## config.mk

```make
export PLATFORM = sky130hd
export DESIGN_NAME = chk_timeout_counter
export DESIGN_NICKNAME = d
export VERILOG_FILES = /design/src/rtl/mem_write_checker_chk_timeout_counter.sv
export SDC_FILE = /design/constraint.sdc
export NUM_CORES = 1
export LEC_CHECK = 0
export ABC_AREA = 1
export ABC_CLOCK_PERIOD_IN_PS = 7500
export CORE_ASPECT_RATIO = 1.75
export CORE_MARGIN = 10
export CORE_UTILIZATION = 60
export DETAILED_ROUTE_END_ITERATION = 8
export GPL_TIMING_DRIVEN = 0
export PLACE_DENSITY_LB_ADDON = 0.15
export SLEW_MARGIN = 40
export SYNTH_ARGS = -nofsm -noshare
export SYNTH_HDL_FRONTEND = slang
export SYNTH_SLANG_ARGS = --single-unit
```

## constraint.sdc

```tcl
create_clock -name clk -period 7.5 [get_ports clk]
set_clock_uncertainty 0.05 [all_clocks]
set_input_delay 1.5 -clock clk [delete_from_list [all_inputs] [get_ports clk]]
set_output_delay 1.5 -clock clk [all_outputs]
set_load 0.005 [all_outputs]
```

## src/rtl/mem_write_checker_chk_timeout_counter.sv

```systemverilog
// chk_timeout_counter
//   Saturating up-counter with enable, synchronous clear and expiry compare.
//   clk, reset (async, active-low)
//   en      : count this cycle
//   clr     : force count to zero (wins over en)
//   limit   : expiry value, 0 disables expiry
//   expired : the count reached on this edge equals/exceeds limit (combinational)
module chk_timeout_counter #(
  parameter int W = 16
) (
  input  logic         clk,
  input  logic         reset,
  input  logic         en,
  input  logic         clr,
  input  logic [W-1:0] limit,
  output logic         expired
);
  logic [W-1:0] count;
  logic [W-1:0] count_inc;

  assign count_inc = (&count) ? count : count + W'(1);

  // Compare against the post-increment value so that expiry is decided on the
  // limit-th enabled edge.
  assign expired = en && (limit != '0) && (count_inc >= limit);

  always_ff @(posedge clk or negedge reset) begin
    if (!reset)   count <= '0;
    else if (clr) count <= '0;
    else if (en)  count <= count_inc;
  end
endmodule

```

==> flow_metrics.env, run 1 <==
export IMPL_outcome="finished, final reports clean"
export IMPL_reg_top3="count x16"
export IMPL_min_period_over_period_pct=66.7
export IMPL_synth_largest_area_cell="dfrtp_1"
export IMPL_grt_pass1_wl_um=6760
export IMPL_via_per_inst=5.32
export IMPL_ys_seq_area_share_pct=23.7
export IMPL_setup_tns_ns=0
export IMPL_start_util_pct=62.8
export IMPL_cp_top_family="buffers and inverters"
export IMPL_min_period_ns=5.00
export IMPL_setup_viol=0
export IMPL_crit_arrival_ns=3.45
export IMPL_final_cell_mix="nand2_1, inv_1, nor2_1, clkdlybuf4s50_1, ha_1"
export IMPL_yosysTopAreaCellShare_pct=23.7
export IMPL_die_h_um=90.2
export IMPL_critPathCaptureType="output pin"
export IMPL_io_buffers=20
export IMPL_synth_area_leaders="dfrtp_1, nand2_1, ha_1"
export IMPL_largest_reg_flops=16
export IMPL_max_slew_margin_pct=49.9
export IMPL_syn2layout_area_growth_pct=16.3
export IMPL_worst_path_max_fanout=2
export IMPL_dr_total_vias=1606
export IMPL_cp_slowest_cell="clkdlybuf4s50_1"
export IMPL_core_mm2=0.00269
export IMPL_die_area_mm2=0.00542
export IMPL_power_switching_w=0.0000478
export IMPL_post_cts_setup_buffers=0
export IMPL_start_kind="input port"
export IMPL_layout_commonest_cell="nand2_1"
export IMPL_path_buf_inv=5
export IMPL_place_inst=299
export IMPL_grtUsageTotal_pct=15.2
export IMPL_ys_types=29
export IMPL_grt_pass1_vias=1577
export IMPL_seqPwrFrac_pct=47.5
export IMPL_gp_routability_congestion=0.913
export IMPL_die_w_um=60.1
export IMPL_clkSinkCount=16
export IMPL_synth_seq_cells=16
export IMPL_tightestPinTransition_ns=0.749
export IMPL_ant_nets=0
export IMPL_rsz0062_at_grt="no"
export IMPL_worstPathCellList="clkdlybuf4s50_1 > inv_1 > ha_1 > nand2_1 > inv_1 > nand3_1 > nor3_1 > nand2_1 > nand3_1 > nand2_1 > inv_1 > clkdlybuf4s50_1"
export IMPL_hold_path_class="reg2reg"
export IMPL_drt_iter0_markers=41
export IMPL_detailed_place_hpwl_um=3220
export IMPL_grt_start_max_net_pins=17
export IMPL_drc=0
export IMPL_clockRootBuffer="clkbuf_8"
export IMPL_firstDrtPassIters=4
export IMPL_p_int_w=0.000139
export IMPL_critical_path_required_ns=5.95
export IMPL_max_freq_mhz=200
export IMPL_syn_area_mm2=0.00169
export IMPL_hold_viol=0
export IMPL_power_density_mw_per_mm2=94.8
export IMPL_nets=314
export IMPL_synth_nets=289
export IMPL_syn_inst=252
export IMPL_combPwrFrac_pct=17.7
export IMPL_p_sw_share_pct=25.6
export IMPL_pin_count=21
export IMPL_clk_latency_ns=0.25
export IMPL_pwr_share_clk_pct=34.8
export IMPL_nFillCells=229
export IMPL_antenna_found_initial=0
export IMPL_slowest_delay_ns=0.49
export IMPL_routed_wl_um=3830
export IMPL_insertedDiodeCount=0
export IMPL_ctsHtreeMaxLevel=1
export IMPL_rows=25
export IMPL_r2r_setup_slack_ns=5.66
export IMPL_path_class="in2out"
export IMPL_maxSlewViolCount=0
export IMPL_cts_buffers=3
export IMPL_ir_drop_uv=112
export IMPL_drive_above_1_share_pct=12.4
export IMPL_cts_hold_buf=0
export IMPL_clk_path_buf_depth=2
export IMPL_top_register="count"
export IMPL_cts_tree="done"
export IMPL_cts_resized=0
export IMPL_avgRoutedWirePerCell_um=12.7
export IMPL_yosys_warnings=0
export IMPL_cap_violations=0
export IMPL_p_leak_nw=1.15
export IMPL_grt_overflow=0
export IMPL_clkTransAtPathRegs_ns=0.06
export IMPL_avgSynthCellArea_um2=6.71
export IMPL_stdcell_count=302
==> worst register-to-register path: stages (launching register included) <==
cell and delay, ns:
dfrtp_1 0.45, ha_1 0.34, nand3_4 0.15, nor2_8 0.19, nand3_4 0.10, nor2_4 0.17, inv_4 0.11, nand2_2 0.08
nand2_1 0.06, o21ai_2 0.07
==> worst paths after layout <==
path,start,end,cells past startpoint
worst min register to register,count[15],count[15],2
worst min-delay path,count[15],count[15],2
worst max register to register,count[0],count[3],9
min in group asynchronous,reset,count[15],1
worst max-delay path,limit[11],expired,12
max in group asynchronous,reset,count[6],1
==> cell families after synthesis <==
| group | share of synthesized area [%] |
|---|---|
| compound gates | 4.59 |
| xor+xnor | 3.63 |
| fa+ha+maj | 12.6 |
| buf+inv | 10.2 |
| flops | 23.7 |
| simple gates | 45.3 |
==> synthesized netlist by cell type <==
cell type and number:
nand2_1 86, inv_1 38, nor2_1 20, ha_1 17
dfrtp_1 16, nand3_1 13, nand2_2 12, xor2_1 7
a21oi_1 6, nand4_1 5, inv_2 4, nor3_1 4
nand3_2 3, and2_1 2, nand3_4 2, nor3_4 2
o21ai_1 2, o21ai_2 2, a21o_1 1, buf_2 1
clkbuf_1 1, inv_4 1, nand3b_1 1, nand4_4 1
nor2_2 1, nor2_4 1, nor2_8 1, o21ai_0 1
o21bai_1 1
==> stage by stage <==
stage | setup WS (ns) | util [%] | instance area, um2 | power, W | hold WS, ns
after floorplan | 3.57 | - | 1690 | 0.000106 | 0.421
after global placement | 2.50 | 71.5 | 1920 | 0.000123 | 0.436
after detailed placement | 2.47 | 71.5 | 1920 | 0.000123 | 0.448
after CTS | 2.47 | 73.1 | 1970 | 0.000187 | 0.463
after global routing | 2.38 | 73.1 | 1970 | 0.000196 | 0.496
final | 2.50 | 73.1 | 1970 | 0.000186 | 0.454
==> layout make-up <==
type                       instances  area [um2]  share of cell area [%]
tap                               27        33.8                    1.72
clock buffer                       3        41.3                    2.10
buffer                             2        8.76                   0.446
timing repair buffer              20         200                    10.2
sequential                        16         400                    20.4
multi-input combinational        191        1120                    56.8
inverter                          43         164                    8.34
==> metal layers <==
metal	vias to the layer above	routed length [um]	track usage, %
met4	0	82	5.26
met3	8	192	2.82
met2	37	2040	27.8
li1	838	-	-
met5	-	0	0
met1	723	1510	16.0
==> power by group through the flow <==
| stage | logic (W) | registers [W] | clock network, W |
|---|---|---|---|
| final | 0.0000329 | 0.0000886 | 0.0000649 |
| after detailed placement | 0.0000331 | 0.0000901 | 0 |
| after floorplan | 0.0000166 | 0.0000898 | 0 |
| after CTS | 0.0000333 | 0.0000885 | 0.0000648 |
| after global placement | 0.0000326 | 0.0000901 | 0 |
| after global routing | 0.0000378 | 0.0000887 | 0.0000690 |
Power figures use the tool's default switching activity.
==> run 2, diff against run 1 <==
--- a/config.mk
+++ b/config.mk
@@ -6,10 +6,10 @@
 export NUM_CORES = 1
 export LEC_CHECK = 0
 export ABC_AREA = 1
-export ABC_CLOCK_PERIOD_IN_PS = 7500
+export ABC_CLOCK_PERIOD_IN_PS = 5000
 export CORE_ASPECT_RATIO = 1.75
 export CORE_MARGIN = 10
-export CORE_UTILIZATION = 60
+export CORE_UTILIZATION = 56
 export DETAILED_ROUTE_END_ITERATION = 8
 export GPL_TIMING_DRIVEN = 0
 export PLACE_DENSITY_LB_ADDON = 0.15
==> constraint.sdc (replaced) <==
create_clock -name clk -period 5 [get_ports clk]
set_clock_uncertainty 0.05 [all_clocks]
set_input_delay 1 -clock clk [delete_from_list [all_inputs] [get_ports clk]]
set_output_delay 1 -clock clk [all_outputs]
set_load 0.005 [all_outputs]
==> flow_metrics.env, run 2 (synthesized netlist as in run 1, its figures left out) <==
export IMPL_outcome="finished, final reports clean"
export IMPL_combPwrFrac_pct=17.7
export IMPL_slowest_delay_ns=0.49
export IMPL_largest_reg_flops=16
export IMPL_max_slew_margin_pct=49.4
export IMPL_total_power_w=0.000277
export IMPL_nets=314
export IMPL_seqPwrFrac_pct=48.0
export IMPL_path_buf_inv=2
export IMPL_clockRootBuffer="clkbuf_8"
export IMPL_rr_worst_depth=9
export IMPL_firstDrtPassIters=4
export IMPL_grt_overflow=0
export IMPL_cts_hold_buf=0
export IMPL_stdcell_count=303
export IMPL_via_per_inst=5.14
export IMPL_critical_path_required_ns=3.95
export IMPL_worstPathCellList="ha_1 > nand3_4 > nor2_8 > nand3_4 > nor2_4 > nand2_1 > and2_1 > ha_1 > nand2_1 > nand2_1 > nand2_1 > nand2_1 > nand2_1 > nand2_1 > nand2_1 > nand3_1 > nand2_1 > inv_1 > clkdlybuf4s50_1"
export IMPL_setup_tns_ns=0
export IMPL_post_cts_setup_buffers=0
export IMPL_crit_arrival_ns=3.22
export IMPL_clkSinkCount=16
export IMPL_ant_nets=0
export IMPL_critPathLaunch="count[0]"
export IMPL_rsz0062_at_grt="no"
export IMPL_cts_resized=0
export IMPL_nFillCells=266
export IMPL_drive_above_1_share_pct=12.4
export IMPL_cts_buffers=3
export IMPL_reg_top3="count x16"
export IMPL_min_to="count[15]"
export IMPL_setup_viol=0
export IMPL_cap_violations=0
export IMPL_ir_drop_uv=166
export IMPL_power_switching_w=0.0000694
export IMPL_final_cell_mix="nand2_1, inv_1, nor2_1, clkdlybuf4s50_1, ha_1"
export IMPL_grtUsageTotal_pct=15.0
export IMPL_drc=0
export IMPL_worst_path_max_fanout=7
export IMPL_worstReg2RegEnd="count[9]"
export IMPL_insertedDiodeCount=0
export IMPL_clkTransAtPathRegs_ns=0.06
export IMPL_die_w_um=61.5
export IMPL_hold_path_class="reg2reg"
export IMPL_reg2reg_from="count[0]"
export IMPL_path_class="reg2out"
export IMPL_ctsHtreeMaxLevel=1
export IMPL_maxSlewViolCount=0
export IMPL_die_h_um=92.7
export IMPL_syn2layout_area_growth_pct=16.4
export IMPL_min_period_over_period_pct=85.3
export IMPL_critPathCaptureType="output pin"
export IMPL_detailed_place_hpwl_um=3250
export IMPL_layout_commonest_cell="nand2_1"
export IMPL_hold_viol=0
export IMPL_routed_wl_um=3880
export IMPL_avgRoutedWirePerCell_um=12.8
export IMPL_p_leak_nw=1.15
export IMPL_grt_start_max_net_pins=17
export IMPL_core_mm2=0.00293
export IMPL_place_area_mm2=0.00193
export IMPL_r2r_setup_slack_ns=3.13
export IMPL_clk_latency_ns=0.25
export IMPL_die_area_mm2=0.00570
export IMPL_top_register="count"
export IMPL_dr_total_vias=1556
export IMPL_gp_routability_congestion=0.891
export IMPL_p_int_w=0.000208
export IMPL_io_buffers=20
export IMPL_pin_count=21
export IMPL_start_util_pct=57.7
export IMPL_min_period_ns=4.27
export IMPL_cp_slowest_cell="clkdlybuf4s50_1"
export IMPL_place_inst=300
export IMPL_antenna_found_initial=0
export IMPL_clk_path_buf_depth=2
export IMPL_power_density_mw_per_mm2=141
export IMPL_cts_tree="done"
export IMPL_drt_iter0_markers=49
export IMPL_min_from="count[15]"
export IMPL_p_sw_share_pct=25.0
export IMPL_pwr_share_clk_pct=34.3
export IMPL_grt_pass1_wl_um=6860
export IMPL_final_cell_area_mm2=0.00197
export IMPL_tightestPinTransition_ns=0.756
export IMPL_rows=26
export IMPL_max_freq_mhz=234
export IMPL_min_path_cells=2
export IMPL_start_kind="register"
export IMPL_grt_pass1_vias=1629
export IMPL_cp_common_cell="nand2_1"
export IMPL_cp_top_family="simple AND/OR/NAND/NOR gates"
[run 2: cell counts in the layout (fill, tap and decap cells not counted)]
No cell type changed its count.
[run 2: worst min-delay path: cells and delay by family (launching register included)]
| family | cells | cell delay (ns) |
|---|---|---|
| flops | 1 | 0.36 |
| simple gates | 2 | 0.12 |
[run 2: worst max-delay path by stage]
stage / end / cells past startpoint / slack, ns
global placement: expired / 12 / 0.98
CTS: expired / 15 / 0.70
finish: expired / 19 / 0.73
detailed placement: expired / 12 / 0.95
floorplan: expired / 18 / 1.82
global route: expired / 19 / 0.45
[run 2: stage by stage]
step / hold WS (ns) / util [%] / setup slack, ns
6_report: 0.459 / 67.2 / 0.734
5_1_grt: 0.517 / 67.2 / 0.450
4_1_cts: 0.458 / 67.2 / 0.699
3_5_place_dp: 0.444 / 65.8 / 0.949
3_3_place_gp: 0.443 / 65.8 / 0.985
2_1_floorplan: 0.421 / - / 1.82
[run 2: final cells by class]
cell class	count	area, um2	area share (%)
Buffer	2	8.76	0.445
Clock buffer	3	41.3	2.10
Inverter	43	164	8.33
Multi-Input combinational cell	191	1120	56.8
Sequential cell	16	400	20.4
Tap cell	28	35.0	1.78
Timing Repair Buffer	20	200	10.2
[run 2: power groups by stage]
stage | combinational (W) | sequential (W) | clock, W
after floorplan | 0.0000249 | 0.000135 | 0
after global routing | 0.0000568 | 0.000133 | 0.000101
after detailed placement | 0.0000497 | 0.000135 | 0
after CTS | 0.0000500 | 0.000133 | 0.0000981
final | 0.0000490 | 0.000133 | 0.0000952
after global placement | 0.0000488 | 0.000135 | 0
[run 2: layer usage]
layer / part of all wire, % / routed length, um / vias up / global-route usage [%]
met5: 0 / 0 / - / 0
li1: - / - / 837 / -
met4: 0.90 / 35 / 0 / 4.12
met2: 54 / 2100 / 22 / 28.5
met3: 4.2 / 165 / 5 / 2.33
met1: 41 / 1580 / 692 / 15.5
==> run 3, diff against run 2 <==
--- a/config.mk
+++ b/config.mk
@@ -8,7 +8,7 @@
 export ABC_AREA = 1
 export ABC_CLOCK_PERIOD_IN_PS = 5000
 export CORE_ASPECT_RATIO = 1.75
-export CORE_MARGIN = 10
+export CORE_MARGIN = 5
 export CORE_UTILIZATION = 56
 export DETAILED_ROUTE_END_ITERATION = 8
 export GPL_TIMING_DRIVEN = 0
==> flow_metrics.env, run 3 (synthesized netlist as in run 1, its figures left out) <==
export IMPL_rows=26
export IMPL_die_area_mm2=0.00426
export IMPL_setup_viol=0
export IMPL_grtUsageTotal_pct=20.5
export IMPL_layout_commonest_cell="nand2_1"
export IMPL_clk_path_buf_depth=2
export IMPL_core_mm2=0.00293
export IMPL_firstDrtPassIters=4
export IMPL_clkTransAtPathRegs_ns=0.06
export IMPL_nets=314
export IMPL_top_register="count"
export IMPL_wl_met1_um=1540
export IMPL_antenna_found_initial=0
export IMPL_routed_wl_um=3730
export IMPL_crit_arrival_ns=3.21
export IMPL_dr_total_vias=1586
export IMPL_drt_iter0_markers=42
export IMPL_post_cts_setup_buffers=0
export IMPL_avgRoutedWirePerCell_um=12.3
export IMPL_maxSlewViolCount=0
export IMPL_path_buf_inv=2
export IMPL_total_power_w=0.000279
export IMPL_ant_nets=0
export IMPL_syn2layout_area_growth_pct=16.1
export IMPL_p_leak_nw=1.15
export IMPL_via_per_inst=5.23
export IMPL_tightestPinTransition_ns=0.545
export IMPL_place_inst=300
export IMPL_r2r_setup_slack_ns=3.15
export IMPL_cts_hold_buf=0
export IMPL_min_period_over_period_pct=85.2
export IMPL_start_util_pct=57.7
export IMPL_worstPathCellList="ha_1 > nand3_4 > nor2_8 > nand3_4 > nor2_4 > nand2_1 > and2_1 > ha_1 > nand2_1 > nand2_1 > nand2_1 > nand2_1 > nand2_1 > nand2_1 > nand2_1 > nand3_1 > nand2_1 > inv_1 > clkdlybuf4s50_1"
export IMPL_rsz0062_at_grt="no"
export IMPL_cts_buffers=3
export IMPL_die_w_um=51.5
export IMPL_path_class="reg2out"
export IMPL_grt_pass1_vias=1602
export IMPL_grt_pass1_wl_um=6690
export IMPL_drc=0
export IMPL_setup_tns_ns=0
export IMPL_final_cell_mix="nand2_1, inv_1, nor2_1"
export IMPL_slowest_delay_ns=0.48
export IMPL_met2_length_um=1940
export IMPL_cp_slowest_cell="clkdlybuf4s50_1"
export IMPL_pin_count=21
export IMPL_die_h_um=82.7
export IMPL_top_layer_used="met4"
export IMPL_max_slew_margin_pct=63.5
export IMPL_grt_overflow=0
export IMPL_ir_drop_uv=182
export IMPL_cap_violations=0
export IMPL_grt_start_max_net_pins=17
export IMPL_insertedDiodeCount=0
export IMPL_cp_top_family="simple AND/OR/NAND/NOR gates"
export IMPL_hold_viol=0
export IMPL_critical_path_required_ns=3.95
export IMPL_met3_length_um=117
export IMPL_clkSinkCount=16
export IMPL_detailed_place_hpwl_um=3140
export IMPL_cts_tree="done"
export IMPL_cts_resized=0
export IMPL_drive_above_1_share_pct=12.7
export IMPL_ctsHtreeMaxLevel=1
export IMPL_clk_latency_ns=0.25
export IMPL_largest_reg_flops=16
export IMPL_gp_routability_congestion=0.889
export IMPL_hold_path_class="reg2reg"
export IMPL_worst_path_max_fanout=7
export IMPL_cp_common_cell="nand2_1"
export IMPL_outcome="finished, final reports clean"
export IMPL_start_kind="register"
export IMPL_max_freq_mhz=235
export IMPL_io_buffers=20
export IMPL_power_density_mw_per_mm2=142
export IMPL_reg_top3="count x16"
export IMPL_stdcell_count=303
export IMPL_clockRootBuffer="clkbuf_8"
export IMPL_critPathCaptureType="output pin"
export IMPL_min_period_ns=4.26
==> run 3: changes by cell type in the layout (fill, tap and decap cells not counted), sizes merged <==
cell,change
buf,+1
clkdlybuf4s50,-1
==> run 3: layout make-up <==
class	count	area (um2)
buffer	2	8.76
clock buffer	3	41.3
fill	258	966
inverter	43	164
multi-input combinational	191	1120
sequential	16	400
tap	28	35.0
timing repair buffer	20	195
==> run 3: path summary, 6_finish.rpt <==
kind,depth (start not counted),from,to
max,19,count[0],expired
min,2,count[15],count[15]
max reg2reg,9,count[0],count[3]
min reg2reg,2,count[15],count[15]
max in group asynchronous,1,reset,count[12]
min in group asynchronous,1,reset,count[0]
==> run 3: through the flow <==
stage / util (%) / setup WS [ns] / hold slack [ns] / cell area (um2)
2_1_floorplan: - / 1.82 / 0.421 / 1690
3_3_place_gp: 65.8 / 0.992 / 0.443 / 1930
3_5_place_dp: 65.8 / 0.957 / 0.443 / 1930
4_1_cts: 67.2 / 0.728 / 0.460 / 1970
5_1_grt: 67.0 / 0.405 / 0.500 / 1960
6_report: 67.0 / 0.742 / 0.457 / 1960
==> run 3: routing by layer <==
layer | up-vias | track usage, %
met5 | - | 0
met1 | 705 | 21.9
li1 | 839 | -
met3 | 9 | 2.15
met4 | 0 | 10.8
met2 | 33 | 38.6
==> run 3: where the power goes <==
part           switching [W]  internal, W  total (W)
sequential        0.00000201     0.000131   0.000133
clock              0.0000445    0.0000535  0.0000981
combinational      0.0000254    0.0000231  0.0000485
==> run 3: worst register-to-register path: stages, from the launching register on <==
cell,delay [ns]
dfrtp_1,0.45
ha_1,0.33
nand3_4,0.15
nor2_8,0.19
nand3_4,0.10
nor2_4,0.18
inv_4,0.11
nand2_2,0.09
nand2_1,0.06
o21ai_2,0.07
